<file path="config.mk">
export PLATFORM = sky130hd
export DESIGN_NAME = wb_result_sequencer
export DESIGN_NICKNAME = d
export VERILOG_FILES = /design/src/rtl/wb_result_sequencer.sv
export SDC_FILE = /design/constraint.sdc
export NUM_CORES = 1
export LEC_CHECK = 0
export CORE_AREA = 2 2 259 261
export CTS_BUF_LIST = sky130_fd_sc_hd__clkbuf_8
export DETAILED_ROUTE_END_ITERATION = 6
export DIE_AREA = 0 0 261 263
export DONT_BUFFER_PORTS = 1
export PLACE_DENSITY_LB_ADDON = 0.2
export SLEW_MARGIN = 40
export SYNTH_ARGS = -nofsm -noshare
export SYNTH_HDL_FRONTEND = slang
export SYNTH_SLANG_ARGS = --single-unit
</file>
<file path="constraint.sdc">
create_clock -name clk -period 25.4 [get_ports clk]
set_clock_uncertainty 0.15 [all_clocks]
set_input_delay 5.08 -clock clk [delete_from_list [all_inputs] [get_ports clk]]
set_output_delay 5.08 -clock clk [all_outputs]
set_load 0.01 [all_outputs]
</file>
<file path="src/rtl/wb_result_sequencer.sv">
// Writeback sequencer: latches one execute result bundle and drains its live results in order
// onto the register, segment or handshaked memory write port, then pulses retire with the bundle EIP.
module wb_result_sequencer #(
  parameter int MEM_TIMEOUT = 255
) (
  input  logic        clk,
  input  logic        rst,
  input  logic        valid_in,
  output logic        stall,
  input  logic [31:0] EIP_in,
  input  logic [63:0] res1,
  input  logic [63:0] res2,
  input  logic [63:0] res3,
  input  logic [63:0] res4,
  input  logic        res1_wb,
  input  logic        res2_wb,
  input  logic        res3_wb,
  input  logic        res4_wb,
  input  logic        res1_is_reg,
  input  logic        res2_is_reg,
  input  logic        res3_is_reg,
  input  logic        res4_is_reg,
  input  logic        res1_is_seg,
  input  logic        res2_is_seg,
  input  logic        res3_is_seg,
  input  logic        res4_is_seg,
  input  logic        res1_is_mem,
  input  logic        res2_is_mem,
  input  logic        res3_is_mem,
  input  logic        res4_is_mem,
  input  logic [31:0] res1_dest,
  input  logic [31:0] res2_dest,
  input  logic [31:0] res3_dest,
  input  logic [31:0] res4_dest,
  input  logic [1:0]  ressize,
  output logic        reg_wr_en,
  output logic [2:0]  reg_wr_addr,
  output logic [63:0] reg_wr_data,
  output logic [1:0]  reg_wr_size,
  output logic        seg_wr_en,
  output logic [2:0]  seg_wr_addr,
  output logic [15:0] seg_wr_data,
  output logic        mem_wr_valid,
  input  logic        mem_wr_ready,
  output logic [31:0] mem_wr_addr,
  output logic [63:0] mem_wr_data,
  output logic [1:0]  mem_wr_size,
  output logic        retire,
  output logic [31:0] retire_EIP,
  output logic        wb_err
);

  typedef enum logic {IDLE = 1'b0, DRAIN = 1'b1} state_t;

  localparam logic [31:0] TMO_LAST = 32'(MEM_TIMEOUT) - 32'd1;

  state_t      state_r, state_s;
  logic [3:0]  mask_r, mask_s, new_mask_s;
  logic [3:0]  mem_r, seg_r;
  logic [63:0] res_r [4];
  logic [31:0] dest_r [4];
  logic [1:0]  size_r;
  logic [31:0] eip_r;
  logic [31:0] tmo_cnt_r, tmo_cnt_s;
  logic [1:0]  sel_s;
  logic [3:0]  sel_oh_s;
  logic        busy_s, mem_sel_s, done_s, drop_s, last_s, accept_s;
  logic [63:0] res_in_s [4];
  logic [31:0] dest_in_s [4];
  logic [3:0]  wb_in_s, reg_in_s, seg_in_s, mem_in_s;

  assign res_in_s  = '{res1, res2, res3, res4};
  assign dest_in_s = '{res1_dest, res2_dest, res3_dest, res4_dest};
  assign wb_in_s   = {res4_wb, res3_wb, res2_wb, res1_wb};
  assign reg_in_s  = {res4_is_reg, res3_is_reg, res2_is_reg, res1_is_reg};
  assign seg_in_s  = {res4_is_seg, res3_is_seg, res2_is_seg, res1_is_seg};
  assign mem_in_s  = {res4_is_mem, res3_is_mem, res2_is_mem, res1_is_mem};
  assign new_mask_s = wb_in_s & (reg_in_s | seg_in_s | mem_in_s);

  // State register and latched bundle
  always_ff @(posedge clk) begin
    if (rst) begin
      state_r   <= IDLE;
      mask_r    <= 4'd0;
      tmo_cnt_r <= 32'd0;
      mem_r     <= 4'd0;
      seg_r     <= 4'd0;
      size_r    <= 2'd0;
      eip_r     <= 32'd0;
      for (int i = 0; i < 4; i++) begin
        res_r[i]  <= 64'd0;
        dest_r[i] <= 32'd0;
      end
    end else begin
      state_r   <= state_s;
      mask_r    <= mask_s;
      tmo_cnt_r <= tmo_cnt_s;
      if (accept_s) begin
        mem_r  <= mem_in_s;
        seg_r  <= seg_in_s;
        size_r <= ressize;
        eip_r  <= EIP_in;
        for (int i = 0; i < 4; i++) begin
          res_r[i]  <= res_in_s[i];
          dest_r[i] <= dest_in_s[i];
        end
      end else begin
        mem_r  <= mem_r;
        seg_r  <= seg_r;
        size_r <= size_r;
        eip_r  <= eip_r;
      end
    end
  end

  // Next-state: pick lowest pending result, decide completion, back-pressure and timeout
  always_comb begin
    casez (mask_r)
      4'b???1: sel_s = 2'd0;
      4'b??10: sel_s = 2'd1;
      4'b?100: sel_s = 2'd2;
      4'b1000: sel_s = 2'd3;
      default: sel_s = 2'd0;
    endcase
    sel_oh_s  = 4'b0001 << sel_s;
    busy_s    = (state_r == DRAIN) && (mask_r != 4'd0);
    mem_sel_s = busy_s && mem_r[sel_s];
    drop_s    = 1'b0;
    done_s    = 1'b0;
    if (mem_sel_s) begin
      drop_s = (MEM_TIMEOUT != 0) && !mem_wr_ready && (tmo_cnt_r == TMO_LAST);
      done_s = mem_wr_ready || drop_s;
    end else begin
      done_s = busy_s;
    end
    last_s   = (state_r == DRAIN) &&
               ((mask_r == 4'd0) || (done_s && ((mask_r & ~sel_oh_s) == 4'd0)));
    stall    = (state_r == DRAIN) && !last_s;
    accept_s = valid_in && !stall;
    if (accept_s) begin
      mask_s = new_mask_s;
    end else if (done_s) begin
      mask_s = mask_r & ~sel_oh_s;
    end else begin
      mask_s = mask_r;
    end
    if (mem_sel_s && !done_s) begin
      tmo_cnt_s = tmo_cnt_r + 32'd1;
    end else begin
      tmo_cnt_s = 32'd0;
    end
    case (state_r)
      IDLE:    state_s = accept_s ? DRAIN : IDLE;
      DRAIN:   state_s = (accept_s || !last_s) ? DRAIN : IDLE;
      default: state_s = IDLE;
    endcase
  end

  // Output decode: one write per cycle with priority mem > seg > reg
  always_comb begin
    reg_wr_en    = 1'b0;
    reg_wr_addr  = 3'd0;
    reg_wr_data  = 64'd0;
    reg_wr_size  = 2'd0;
    seg_wr_en    = 1'b0;
    seg_wr_addr  = 3'd0;
    seg_wr_data  = 16'd0;
    mem_wr_valid = 1'b0;
    mem_wr_addr  = 32'd0;
    mem_wr_data  = 64'd0;
    mem_wr_size  = 2'd0;
    wb_err       = drop_s;
    retire       = last_s;
    retire_EIP   = last_s ? eip_r : 32'd0;
    if (mem_sel_s) begin
      mem_wr_valid = 1'b1;
      mem_wr_addr  = dest_r[sel_s];
      mem_wr_data  = res_r[sel_s];
      mem_wr_size  = size_r;
    end else if (busy_s && seg_r[sel_s]) begin
      seg_wr_en   = 1'b1;
      seg_wr_addr = dest_r[sel_s][2:0];
      seg_wr_data = res_r[sel_s][15:0];
    end else if (busy_s) begin
      reg_wr_en   = 1'b1;
      reg_wr_addr = dest_r[sel_s][2:0];
      reg_wr_data = res_r[sel_s];
      reg_wr_size = size_r;
    end else begin
      reg_wr_en = 1'b0;
    end
  end

endmodule

</file>
==> results of run 1 <==
## per-layer routing
layer | GRT usage (%) | wire (um) | vias to the layer above
li1 | - | - | 6232
met1 | 21.6 | 25300 | 6798
met2 | 32.4 | 33400 | 590
met3 | 5.79 | 4940 | 142
met4 | 4.81 | 1530 | 32
met5 | 0 | 219 | -
## metrics by stage
| stage | total power [mW] | utilization [%] | hold WS (ns) | setup WS, ns | cell area (um2) |
|---|---|---|---|---|---|
| 6_report | 1.89 | 35.9 | 0.334 | 14.08 | 23600 |
| 5_1_grt | 1.98 | 35.9 | 0.364 | 13.97 | 23600 |
| 4_1_cts | 1.92 | 35.8 | 0.343 | 14.05 | 23500 |
| 3_5_place_dp | 1.25 | 33.4 | 0.330 | 14.05 | 21900 |
| 3_3_place_gp | 1.24 | 33.3 | 0.316 | 13.85 | 21800 |
| 2_1_floorplan | 1.17 | - | 0.298 | 10.07 | 21100 |
## cell type report
class / instances / area share, %
inverter: 9 / 0.143
sequential: 463 / 55.6
antenna: 13 / 0.138
clock inverter: 62 / 1.45
multi-input combinational: 1158 / 31.7
timing repair buffer: 29 / 1.25
tap: 864 / 4.59
clock buffer: 87 / 5.08
## cell usage in the layout (no fill, tap or decap), drive strengths merged, types with 7 or more instances in the layout
master,synthesis,final
a221o,10,10
clkbuf,94,87
o21ai,10,10
a21oi,8,8
inv,9,40
and2,420,420
diode,0,13
xnor2,10,10
buf,32,29
nor2,279,279
a22oi,10,10
nor3,7,7
dfxtp,79,79
a222oi,29,29
mux2i,99,99
nand4,10,10
edfxtp,384,384
nand3,9,9
xor2,21,21
nand2,94,94
nor4,9,9
clkinv,0,27
mux2,29,29
o221ai,67,67
## flip-flops by register name, summed over array words and instances (netlist names)
register / flops
res_r: 256
seg_r: 4
tmo_cnt_r: 32
size_r: 2
state_r: 1
dest_r: 128
eip_r: 32
mem_r: 4
mask_r: 4
## path summary, 6_finish.rpt
path	from	end	slack [ns]	cells past startpoint
min	eip_r[20]	eip_r[20]	0.33	2
min reg2reg	eip_r[20]	eip_r[20]	0.33	2
max reg2reg	mask_r[1]	res_r[1][61]	20.34	9
max	mem_wr_ready	retire_EIP[7]	14.08	3
## report_power, final
| part | leakage, nW | switching, mW | total [mW] | internal [mW] |
|---|---|---|---|---|
| Sequential | 4.96 | 0.0268 | 0.946 | 0.919 |
| Combinational | 3.30 | 0.187 | 0.285 | 0.0975 |
| Clock | 0.888 | 0.321 | 0.660 | 0.340 |
## worst min-delay path, cell delays in order (launching register included)
cell	delay [ns]
dfxtp_1	0.32
mux2i_1	0.06
nor2_1	0.07
## cells by family (layout without fill, tap and decap cells)
group / Yosys count / after routing / synth area share, %
AO/OA/AOI/OAI: 150 / 150 / 6.09
XOR/XNOR: 31 / 31 / 1.29
adder cells (fa/ha/maj): 3 / 3 / 0.166
buffers and inverters: 135 / 187 / 2.97
flip-flops: 463 / 463 / 62.3
multiplexers: 128 / 128 / 6.26
other: 0 / 13 / 0
AND/OR/NAND/NOR: 846 / 846 / 20.9
## synthesized netlist by cell type (all sizes together), types with 21 or more instances
cell	n	area share [%]
dfxtp	79	7.5
buf	32	0.95
a222oi	29	1.4
mux2i	99	4.7
o221ai	67	2.8
mux2	29	1.6
edfxtp	384	55
xor2	21	0.87
nor2	279	5.1
nand2	94	1.7
clkbuf	94	1.9
and2	420	12
==> results.sh, run 1 <==
export IMPL_critPathKind="in2out"
export IMPL_cts_htree_levels=3
export IMPL_fp_row_count=94
export IMPL_post_route_min_period_ns=11.32
export IMPL_syn_cell_area_mm2=0.0211
export IMPL_grt_pass1_vias=14000
export IMPL_grt_pass1_wl_mm=93.1
export IMPL_cp_cell_sequence="o31ai_1 -> a21oi_4 -> and2_1"
export IMPL_cts_buffers=82
export IMPL_synthFlopType="edfxtp_1"
export IMPL_arrival_ns=6.09
export IMPL_wl_mm=65.4
export IMPL_worstSetupEndpointType="primary output"
export IMPL_syn_avg_cell_area_um2=12.0
export IMPL_timing_setup_tns_ns=0
export IMPL_nets=2183
export IMPL_grt_overflow_total=0
export IMPL_yosysUniqueCellTypes=53
export IMPL_ys_ff_latch=463
export IMPL_hold_violations=0
export IMPL_synthCells=1756
export IMPL_slowest_delay_ns=0.61
export IMPL_clk_path_buf_depth=3
export IMPL_clk_latency_ns=0.65
export IMPL_outcome="complete, no violations"
export IMPL_ys_seq_area_share_pct=62.3
export IMPL_ant_nets=0
export IMPL_drive_gt1_share_pct=10.4
export IMPL_rsz0062_at_grt="no"
export IMPL_via_count=13800
export IMPL_tightest_slew_ns=0.925
export IMPL_layoutNonFillerInstCount=2685
export IMPL_relSlewSlack_pct=38.3
export IMPL_synth_fp_nets=2196
export IMPL_hp_class="reg2reg"
export IMPL_ir_worst_vdd_v=0.0000346
export IMPL_max_freq_mhz=88.4
export IMPL_drtIter0Drc=1044
export IMPL_die_w_um=261
export IMPL_multiInputGateArea_mm2=0.00747
export IMPL_io_buffers=0
export IMPL_dr_pass1_iters=5
export IMPL_grt_start_max_net_pins=162
export IMPL_cts_tree="built"
export IMPL_start_kind="primary input"
export IMPL_grt_usage_pct=18.4
export IMPL_dp_hpwl_mm=44.4
export IMPL_cp_slowest_cell="a21oi_4"
export IMPL_synthArstFlopShare_pct=0
export IMPL_synth_edf_count=384
export IMPL_cts_hold_buf=0
export IMPL_finalSetupViolations=0
export IMPL_cap_violations=0
export IMPL_worstPathMaxFanout=33
export IMPL_core_mm2=0.0656
export IMPL_die_h_um=263
export IMPL_ios=662
export IMPL_fin_crit_sh_pct=44.6
export IMPL_crit_required_ns=20.17
export IMPL_routed_via_density=5.14
export IMPL_drc=0
export IMPL_dp_cells=2522
export IMPL_num_fill_cells=6451
export IMPL_regArea_mm2=0.0131
export IMPL_antenna_found_initial=34
export IMPL_cts_setup_buffers=0
export IMPL_cts_clk_slew_worst_paths_ns=0.06
export IMPL_dieArea_mm2=0.0686
export IMPL_wl_per_cell_um=24.3
export IMPL_p_leak_nw=9.15
export IMPL_ctsResizeCount=0
export IMPL_synth_warnings=0
export IMPL_path_buf_inv=0
export IMPL_area_delta_synth_final_pct=11.9
export IMPL_place_congestion=0.829
export IMPL_start_util_pct=32.1
export IMPL_root_buffer="clkbuf_8"
export IMPL_path_delay_family="compound AO/OA/AOI/OAI gates"
export IMPL_drv_slew=0
export IMPL_powerDensity_mw_per_mm2=80.3
export IMPL_cts_sinks=463
No activity file was read; power rests on OpenSTA's default activity.
==> run 2, diff against run 1 <==
==> constraint.sdc (replaced) <==
create_clock -name clk -period 11.3 [get_ports clk]
set_clock_uncertainty 0.15 [all_clocks]
set_input_delay 2.26 -clock clk [delete_from_list [all_inputs] [get_ports clk]]
set_output_delay 2.26 -clock clk [all_outputs]
set_load 0.01 [all_outputs]
==> results.sh, run 2 (synthesis gave the netlist of run 1 again) <==
export IMPL_outcome="complete, no violations"
export IMPL_area_delta_synth_final_pct=12.1
export IMPL_crit_required_ns=8.89
export IMPL_max_freq_mhz=149
export IMPL_dr_pass1_iters=7
export IMPL_cts_setup_buffers=0
export IMPL_drtIter0Drc=1050
export IMPL_powerDensity_mw_per_mm2=181
export IMPL_switching_power_mw=1.20
export IMPL_cts_hold_buf=0
export IMPL_r2r_cells=9
export IMPL_pre_cts_ws_ns=5.28
export IMPL_grt_usage_pct=18.3
export IMPL_start_kind="flip-flop"
export IMPL_tightest_slew_ns=0.854
export IMPL_switching_share_pct=28.1
export IMPL_grt_overflow_total=0
export IMPL_drc=0
export IMPL_post_route_min_period_ns=6.73
export IMPL_die_w_um=261
export IMPL_pwr_share_seq_pct=49.8
export IMPL_cts_tree="built"
export IMPL_ctsResizeCount=0
export IMPL_p_int_mw=3.07
export IMPL_cts_clk_slew_worst_paths_ns=0.06
export IMPL_cts_htree_levels=3
export IMPL_largest_reg_flops=256
export IMPL_regMostFlops="res_r"
export IMPL_hp_class="reg2reg"
export IMPL_nets=2177
export IMPL_worstSetupEndpointType="primary output"
export IMPL_via_count=13700
export IMPL_wl_mm=65.0
export IMPL_grt_pass1_wl_mm=92.9
export IMPL_ios=662
export IMPL_ant_nets=0
export IMPL_dieArea_mm2=0.0686
export IMPL_clk_path_buf_depth=3
export IMPL_largestRegisters="res_r: 256 flops, dest_r: 128 flops"
export IMPL_rsz0062_at_grt="no"
export IMPL_p_leak_nw=9.14
export IMPL_drive_gt1_share_pct=10.1
export IMPL_hold_violations=0
export IMPL_clock_power_share_pct=35.5
export IMPL_cts_buffers=84
export IMPL_drv_slew=0
export IMPL_arrival_ns=4.32
export IMPL_cap_violations=0
export IMPL_io_buffers=0
export IMPL_routed_via_density=5.10
export IMPL_grt_pass1_vias=13800
export IMPL_antenna_found_initial=39
export IMPL_comb_power_share_pct=14.7
export IMPL_cts_sinks=463
export IMPL_critPathKind="reg2out"
export IMPL_fin_crit_sh_pct=59.5
export IMPL_ir_worst_vdd_v=0.0000826
export IMPL_layout_common_cells="and2_1, edfxtp_1, nor2_1"
export IMPL_place_congestion=0.854
export IMPL_worstPathMaxFanout=66
export IMPL_grt_start_max_net_pins=136
export IMPL_core_mm2=0.0656
export IMPL_fp_row_count=94
export IMPL_hold_ws_ns=0.335
export IMPL_die_h_um=263
export IMPL_finalSetupViolations=0
export IMPL_root_buffer="clkbuf_8"
export IMPL_layout_commonest_cell="and2_1"
export IMPL_start_util_pct=32.1
export IMPL_clk_latency_ns=0.65
export IMPL_timing_setup_tns_ns=0
export IMPL_wl_per_cell_um=24.2
export IMPL_relSlewSlack_pct=43.1
export IMPL_hold_depth=2
export IMPL_dp_hpwl_mm=44.0
export IMPL_fin_ws_ns=4.57
[run 2: path summary, 6_finish.rpt]
kind | start | end | slack, ns
min reg2reg | eip_r[17] | eip_r[17] | 0.34
min | eip_r[17] | eip_r[17] | 0.34
max reg2reg | mask_r[0] | res_r[1][26] | 7.00
max | mask_r[0] | reg_wr_data[6] | 4.57
[run 2: final cells by class]
cell class / count / area [um2]
clock buffer: 91 / 1250
tap: 864 / 1080
multi-input combinational: 1158 / 7460
antenna: 22 / 55.1
sequential: 463 / 13100
clock inverter: 58 / 332
timing repair buffer: 21 / 265
inverter: 9 / 33.8
fill: 6495 / 42000
[run 2: layer usage]
layer / part of all wire, % / vias to the layer above / GRT usage, %
li1: - / 6225 / -
met1: 38 / 6670 / 21.0
met2: 51 / 620 / 32.7
met3: 7.3 / 162 / 5.48
met4: 3.0 / 20 / 5.41
met5: 0.18 / - / 0
[run 2: through the flow]
step | cells | total power [mW] | area (um2) | utilization [%]
after floorplan | 1756 | 2.60 | 21100 | -
after global placement | 2512 | 2.78 | 21800 | 33.2
after detailed placement | 2514 | 2.80 | 21900 | 33.4
after CTS | 2663 | 4.34 | 23500 | 35.8
after global routing | 2676 | 4.48 | 23600 | 35.9
final | 2686 | 4.27 | 23600 | 36.0
[run 2: critical path, stage by stage, from the launching register on]
cell and delay (ns):
dfxtp_1 0.42, nor2_2 0.61, o21ai_0 0.34, o211ai_1 0.37, nand4_1 0.72, buf_4 0.54
nor2_1 0.50
[run 2: power groups by stage]
stage               sequential, mW  combinational [mW]  clock (mW)
finish                        2.13               0.630        1.52
global route                  2.15               0.689        1.64
CTS                           2.13               0.641        1.57
detailed placement            2.16               0.639           0
global placement              2.16               0.622           0
floorplan                     2.16               0.443           0
==> RTL change 1: new RTL, flow settings as in run 1 <==
Put a register stage on the output `seg_wr_data`, without a reset. The value now appears one clock later. The other outputs are not delayed to match.
--- a/src/rtl/wb_result_sequencer.sv
+++ b/src/rtl/wb_result_sequencer.sv
@@ -56,2 +56,4 @@
 
+  logic [15:0] seg_wr_data_d;
+
   state_t      state_r, state_s;
@@ -166,3 +168,3 @@
     seg_wr_addr  = 3'd0;
-    seg_wr_data  = 16'd0;
+    seg_wr_data_d = 16'd0;
     mem_wr_valid = 1'b0;
@@ -182,3 +184,3 @@
       seg_wr_addr = dest_r[sel_s][2:0];
-      seg_wr_data = res_r[sel_s][15:0];
+      seg_wr_data_d = res_r[sel_s][15:0];
     end else if (busy_s) begin
@@ -193,2 +195,6 @@
 
+  always_ff @(posedge clk) begin
+    seg_wr_data <= seg_wr_data_d;
+  end
+
 endmodule
Formal check against the unedited RTL: not equivalent (a bounded check fails within 4 cycles, from zero or initial values and one cycle with rst high).
==> RTL change 1 against run 1 <==
- core utilization grew 0.43 points
- power fell by 6.9%
- die area stayed put
- synthesized area grew 1.3%
- sequential cell count is 16 higher
- final area increased by 1.2%
- non-clock buffer count down 11
- worst setup slack worse by 430 ps
- largest cell class unchanged
- wire length shrank 0.60%
==> RTL change 1: results (changes against run 1) <==
<table>
<tr><th>Metric</th><th>Value</th></tr>
<tr><th colspan="2">Run status</th></tr>
<tr><td>Result of the run</td><td>finished, final reports clean (unchanged)</td></tr>
<tr><th colspan="2">Logic synthesis</th></tr>
<tr><td>Synthesized Nets</td><td>2246 (was 2196)</td></tr>
<tr><td>Ranking of synthesized cells by instance count</td><td>sky130_fd_sc_hd__and2_1 (404), sky130_fd_sc_hd__edfxtp_1 (384), sky130_fd_sc_hd__nor2_1 (181) (was sky130_fd_sc_hd__and2_1 (419), sky130_fd_sc_hd__edfxtp_1 (384), sky130_fd_sc_hd__nor2_1 (278))</td></tr>
<tr><td>Sequential element share of the synthesized area</td><td>63.0% (was 62.3%)</td></tr>
<tr><th colspan="2">STA</th></tr>
<tr><td>Final worst hold slack</td><td>297 ps (was 334 ps)</td></tr>
<tr><td>Final clock period utilization by the worst path</td><td>46.2% (was 44.6%)</td></tr>
<tr><th colspan="2">Place</th></tr>
<tr><td>GPL Wtd Cong</td><td>0.830 (was 0.829)</td></tr>
<tr><td>Dpl hpwl</td><td>45400 um (was 44400 um)</td></tr>
<tr><td>Post-placement cell area</td><td>0.0221 sq mm (was 0.0219 sq mm)</td></tr>
<tr><th colspan="2">Setup path</th></tr>
<tr><td>Worst stage delay on the critical path</td><td>670 ps (was 610 ps)</td></tr>
<tr><td>Data arrival time of the worst path</td><td>6510 ps (was 6090 ps)</td></tr>
<tr><th colspan="2">Global routing</th></tr>
<tr><td>Met3 Use GR</td><td>5.27% (was 5.79%)</td></tr>
<tr><td>First-pass GRT wire length</td><td>92200 um (was 93100 um)</td></tr>
<tr><td>Met2 layer usage reported by global route</td><td>31.8% (was 32.4%)</td></tr>
<tr><th colspan="2">Route</th></tr>
<tr><td>Count of routing violations after the opening detailed-route iteration</td><td>913 (was 1044)</td></tr>
<tr><td>Router iterations before antenna repair</td><td>6 (was 5)</td></tr>
<tr><td>Vias per std cell</td><td>5.05 (was 5.14)</td></tr>
<tr><th colspan="2">Layout</th></tr>
<tr><td>Share of final-layout standard cells stronger than drive strength 1</td><td>9.44% (was 10.4%)</td></tr>
<tr><td>Area occupied by multi-input gates</td><td>0.00738 sq mm (was 0.00747 sq mm)</td></tr>
<tr><th colspan="2">Pwr</th></tr>
<tr><td>VDD IR max</td><td>0.0418 mV (was 0.0346 mV)</td></tr>
</table>
-- RTL change 1: logic make-up after synthesis --
family,Yosys count
AOI/OAI and AO/OA,196
xor gates and xnor gates,26
adders and majority gates,2
buffers and inverters,139
DFF,479
muxes,96
and+or+nand+nor,868
-- RTL change 1: path summary, 6_finish.rpt --
kind,startpoint,end,depth (start not counted)
max,mem_wr_ready,retire_EIP[22],5
min,eip_r[13],eip_r[13],2
max reg2reg,mask_r[1],res_r[0][43],8
min reg2reg,eip_r[13],eip_r[13],2
-- RTL change 1: worst min-delay path, delay by kind of cell (launching register included) --
family | cells | cell delay [ps]
compound gates | 1 | 60
flops | 1 | 300
simple gates | 1 | 50
-- RTL change 1: where the power goes --
| part | switching, mW | internal (mW) |
|---|---|---|
| Clock | 0.324 | 0.356 |
| Sequential | 0.0163 | 0.903 |
| Combinational | 0.107 | 0.0541 |
-- RTL change 1: layer usage --
| metal | share of wire (%) | wire length [um] | vias to the layer above |
|---|---|---|---|
| li1 | - | - | 6351 |
| met3 | 7.4 | 4800 | 150 |
| met1 | 39 | 25100 | 6699 |
| met5 | 0.22 | 143 | - |
| met4 | 3.2 | 2070 | 22 |
| met2 | 51 | 32900 | 614 |
-- RTL change 1: area by class of cell --
class / instances / share of cell area [%]
Antenna cell: 24 / 0.252
Clock buffer: 92 / 5.31
Clock inverter: 64 / 1.41
Inverter: 13 / 0.205
Multi-Input combinational cell: 1188 / 31.0
Sequential cell: 479 / 56.3
Tap cell: 864 / 4.53
Timing Repair Buffer: 18 / 0.986
==> RTL change 2: new RTL, flow settings as in run 1 <==
Made on the original files. Set the parameter `MEM_TIMEOUT` to 127 (it was 255).
--- a/src/rtl/wb_result_sequencer.sv
+++ b/src/rtl/wb_result_sequencer.sv
@@ -3,3 +3,3 @@
 module wb_result_sequencer #(
-  parameter int MEM_TIMEOUT = 255
+  parameter int MEM_TIMEOUT = 127
 ) (
Formal check against the unedited RTL: no difference found for any inputs over 4 cycles, from zero or initial values and one cycle with rst high; that may be too few to reach the edited logic, so the function may still have changed.
==> RTL change 2 against run 1 <==
- sequential power decreased by 3.5%
- worst setup slack got worse by 330 ps
- fmax decreased by 2.9%
- synthesized area increased by 1.2%
- wire length increased by 1.9%
- power decreased by 0.17%
- sequential cell count unchanged
- final area increased by 1.1%
- sequential share of layout area decreased by 0.61 points
- global-route usage increased by 0.19 points
==> RTL change 2: results (changes against run 1) <==
<table>
<tr><th>Metric</th><th>Value</th></tr>
<tr><th colspan="2">Logic synthesis</th></tr>
<tr><td>Number of distinct library cells after synthesis</td><td>56 (was 53)</td></tr>
<tr><td>Sequential element share of the synthesized area</td><td>61.6% (was 62.3%)</td></tr>
<tr><td>Ranking of synthesized cells by instance count</td><td>sky130_fd_sc_hd__and2_1 (391), sky130_fd_sc_hd__edfxtp_1 (384), sky130_fd_sc_hd__nand2_1 (266) (was sky130_fd_sc_hd__and2_1 (419), sky130_fd_sc_hd__edfxtp_1 (384), sky130_fd_sc_hd__nor2_1 (278))</td></tr>
<tr><td>Synthesized Nets</td><td>2343 (was 2196)</td></tr>
<tr><th colspan="2">Setup path</th></tr>
<tr><td>Data arrival time of the worst path</td><td>6420 ps (was 6090 ps)</td></tr>
<tr><td>Slowest stage cell, crit path</td><td>sky130_fd_sc_hd__o21ai_4 (was sky130_fd_sc_hd__a21oi_4)</td></tr>
<tr><td>Worst stage delay on the critical path</td><td>690 ps (was 610 ps)</td></tr>
<tr><td>Crit Reg-Reg Endpoint</td><td>res_r[0][26] (was res_r[1][61])</td></tr>
<tr><th colspan="2">Place</th></tr>
<tr><td>GPL Wtd Cong</td><td>0.849 (was 0.829)</td></tr>
<tr><td>Dpl hpwl</td><td>45100 um (was 44400 um)</td></tr>
<tr><td>Cell Count Post-Placement</td><td>2652 (was 2522)</td></tr>
<tr><th colspan="2">Layout</th></tr>
<tr><td>Final standard cell count with taps included and fillers excluded</td><td>2822 (was 2685)</td></tr>
<tr><td>Fill cells</td><td>6527 (was 6451)</td></tr>
<tr><td>Share of final-layout standard cells stronger than drive strength 1</td><td>13.0% (was 10.4%)</td></tr>
<tr><th colspan="2">STA</th></tr>
<tr><td>Final worst hold slack</td><td>305 ps (was 334 ps)</td></tr>
<tr><th colspan="2">Route</th></tr>
<tr><td>Count of routing violations after the opening detailed-route iteration</td><td>1086 (was 1044)</td></tr>
<tr><td>Drt wl/cell</td><td>23.6 um (was 24.3 um)</td></tr>
<tr><td>Total via count after detailed routing</td><td>14566 (was 13794)</td></tr>
<tr><th colspan="2">Global routing</th></tr>
<tr><td>Pin count of the biggest net entering global routing</td><td>102 (was 162)</td></tr>
<tr><td>Vias in the first global route</td><td>14215 (was 14002)</td></tr>
<tr><th colspan="2">Pwr</th></tr>
<tr><td>LEAKAGE</td><td>8.81 nW (was 9.15 nW)</td></tr>
<tr><td>VDD IR max</td><td>0.0417 mV (was 0.0346 mV)</td></tr>
<tr><td>Cell internal power dissipation</td><td>1.35 mW (was 1.36 mW)</td></tr>
<tr><th colspan="2">Min path</th></tr>
<tr><td>Start point of the worst min-delay path</td><td>eip_r[19] (was eip_r[20])</td></tr>
<tr><th colspan="2">Run status</th></tr>
<tr><td>Result of the run</td><td>finished, final reports clean (unchanged)</td></tr>
<tr><th colspan="2">Clocking</th></tr>
<tr><td>Clock latency on the worst-skew pair</td><td>670 ps (was 650 ps)</td></tr>
</table>
[RTL change 2: changes by cell type in the layout (fill, tap and decap cells not counted), moves of 31 or more]
cell                       before  now
sky130_fd_sc_hd__a21oi_1        4   35
sky130_fd_sc_hd__nand2_1       90  264
sky130_fd_sc_hd__and2_1       420  389
sky130_fd_sc_hd__o22ai_1        0   68
sky130_fd_sc_hd__o221ai_1      63    0
sky130_fd_sc_hd__mux2i_1       99   43
sky130_fd_sc_hd__a31o_2         0   67
sky130_fd_sc_hd__nor2_1       277  231
[RTL change 2: routing by layer]
layer / vias up / wire length (um) / global-route usage (%) / part of all wire (%)
met1: 7150 / 26100 / 22.2 / 39
met4: 20 / 1840 / 6.31 / 2.8
met3: 135 / 4410 / 4.33 / 6.6
li1: 6633 / - / - / -
met5: - / 134 / 0 / 0.20
met2: 628 / 34100 / 32.7 / 51
[RTL change 2: logic make-up after synthesis]
| group | Yosys count | synth area share (%) |
|---|---|---|
| mux | 72 | 3.55 |
| flops | 463 | 61.6 |
| buf+inv | 155 | 3.30 |
| fa+ha+maj | 3 | 0.164 |
| compound gates | 236 | 8.28 |
| simple gates | 944 | 21.9 |
| xor+xnor | 30 | 1.23 |
[RTL change 2: worst max-delay path, delay by kind of cell]
kind / cells / cell delay, ps
AOI/OAI and AO/OA: 3 / 1310
[RTL change 2: cell type report]
cell class | count | area (sq um) | share of cell area, %
Timing Repair Buffer | 28 | 299 | 1.26
Antenna cell | 13 | 32.5 | 0.137
Clock inverter | 64 | 385 | 1.62
Tap cell | 864 | 1080 | 4.54
Sequential cell | 463 | 13100 | 55.0
Multi-Input combinational cell | 1285 | 7600 | 31.9
Inverter | 13 | 51.3 | 0.215
Clock buffer | 92 | 1270 | 5.31
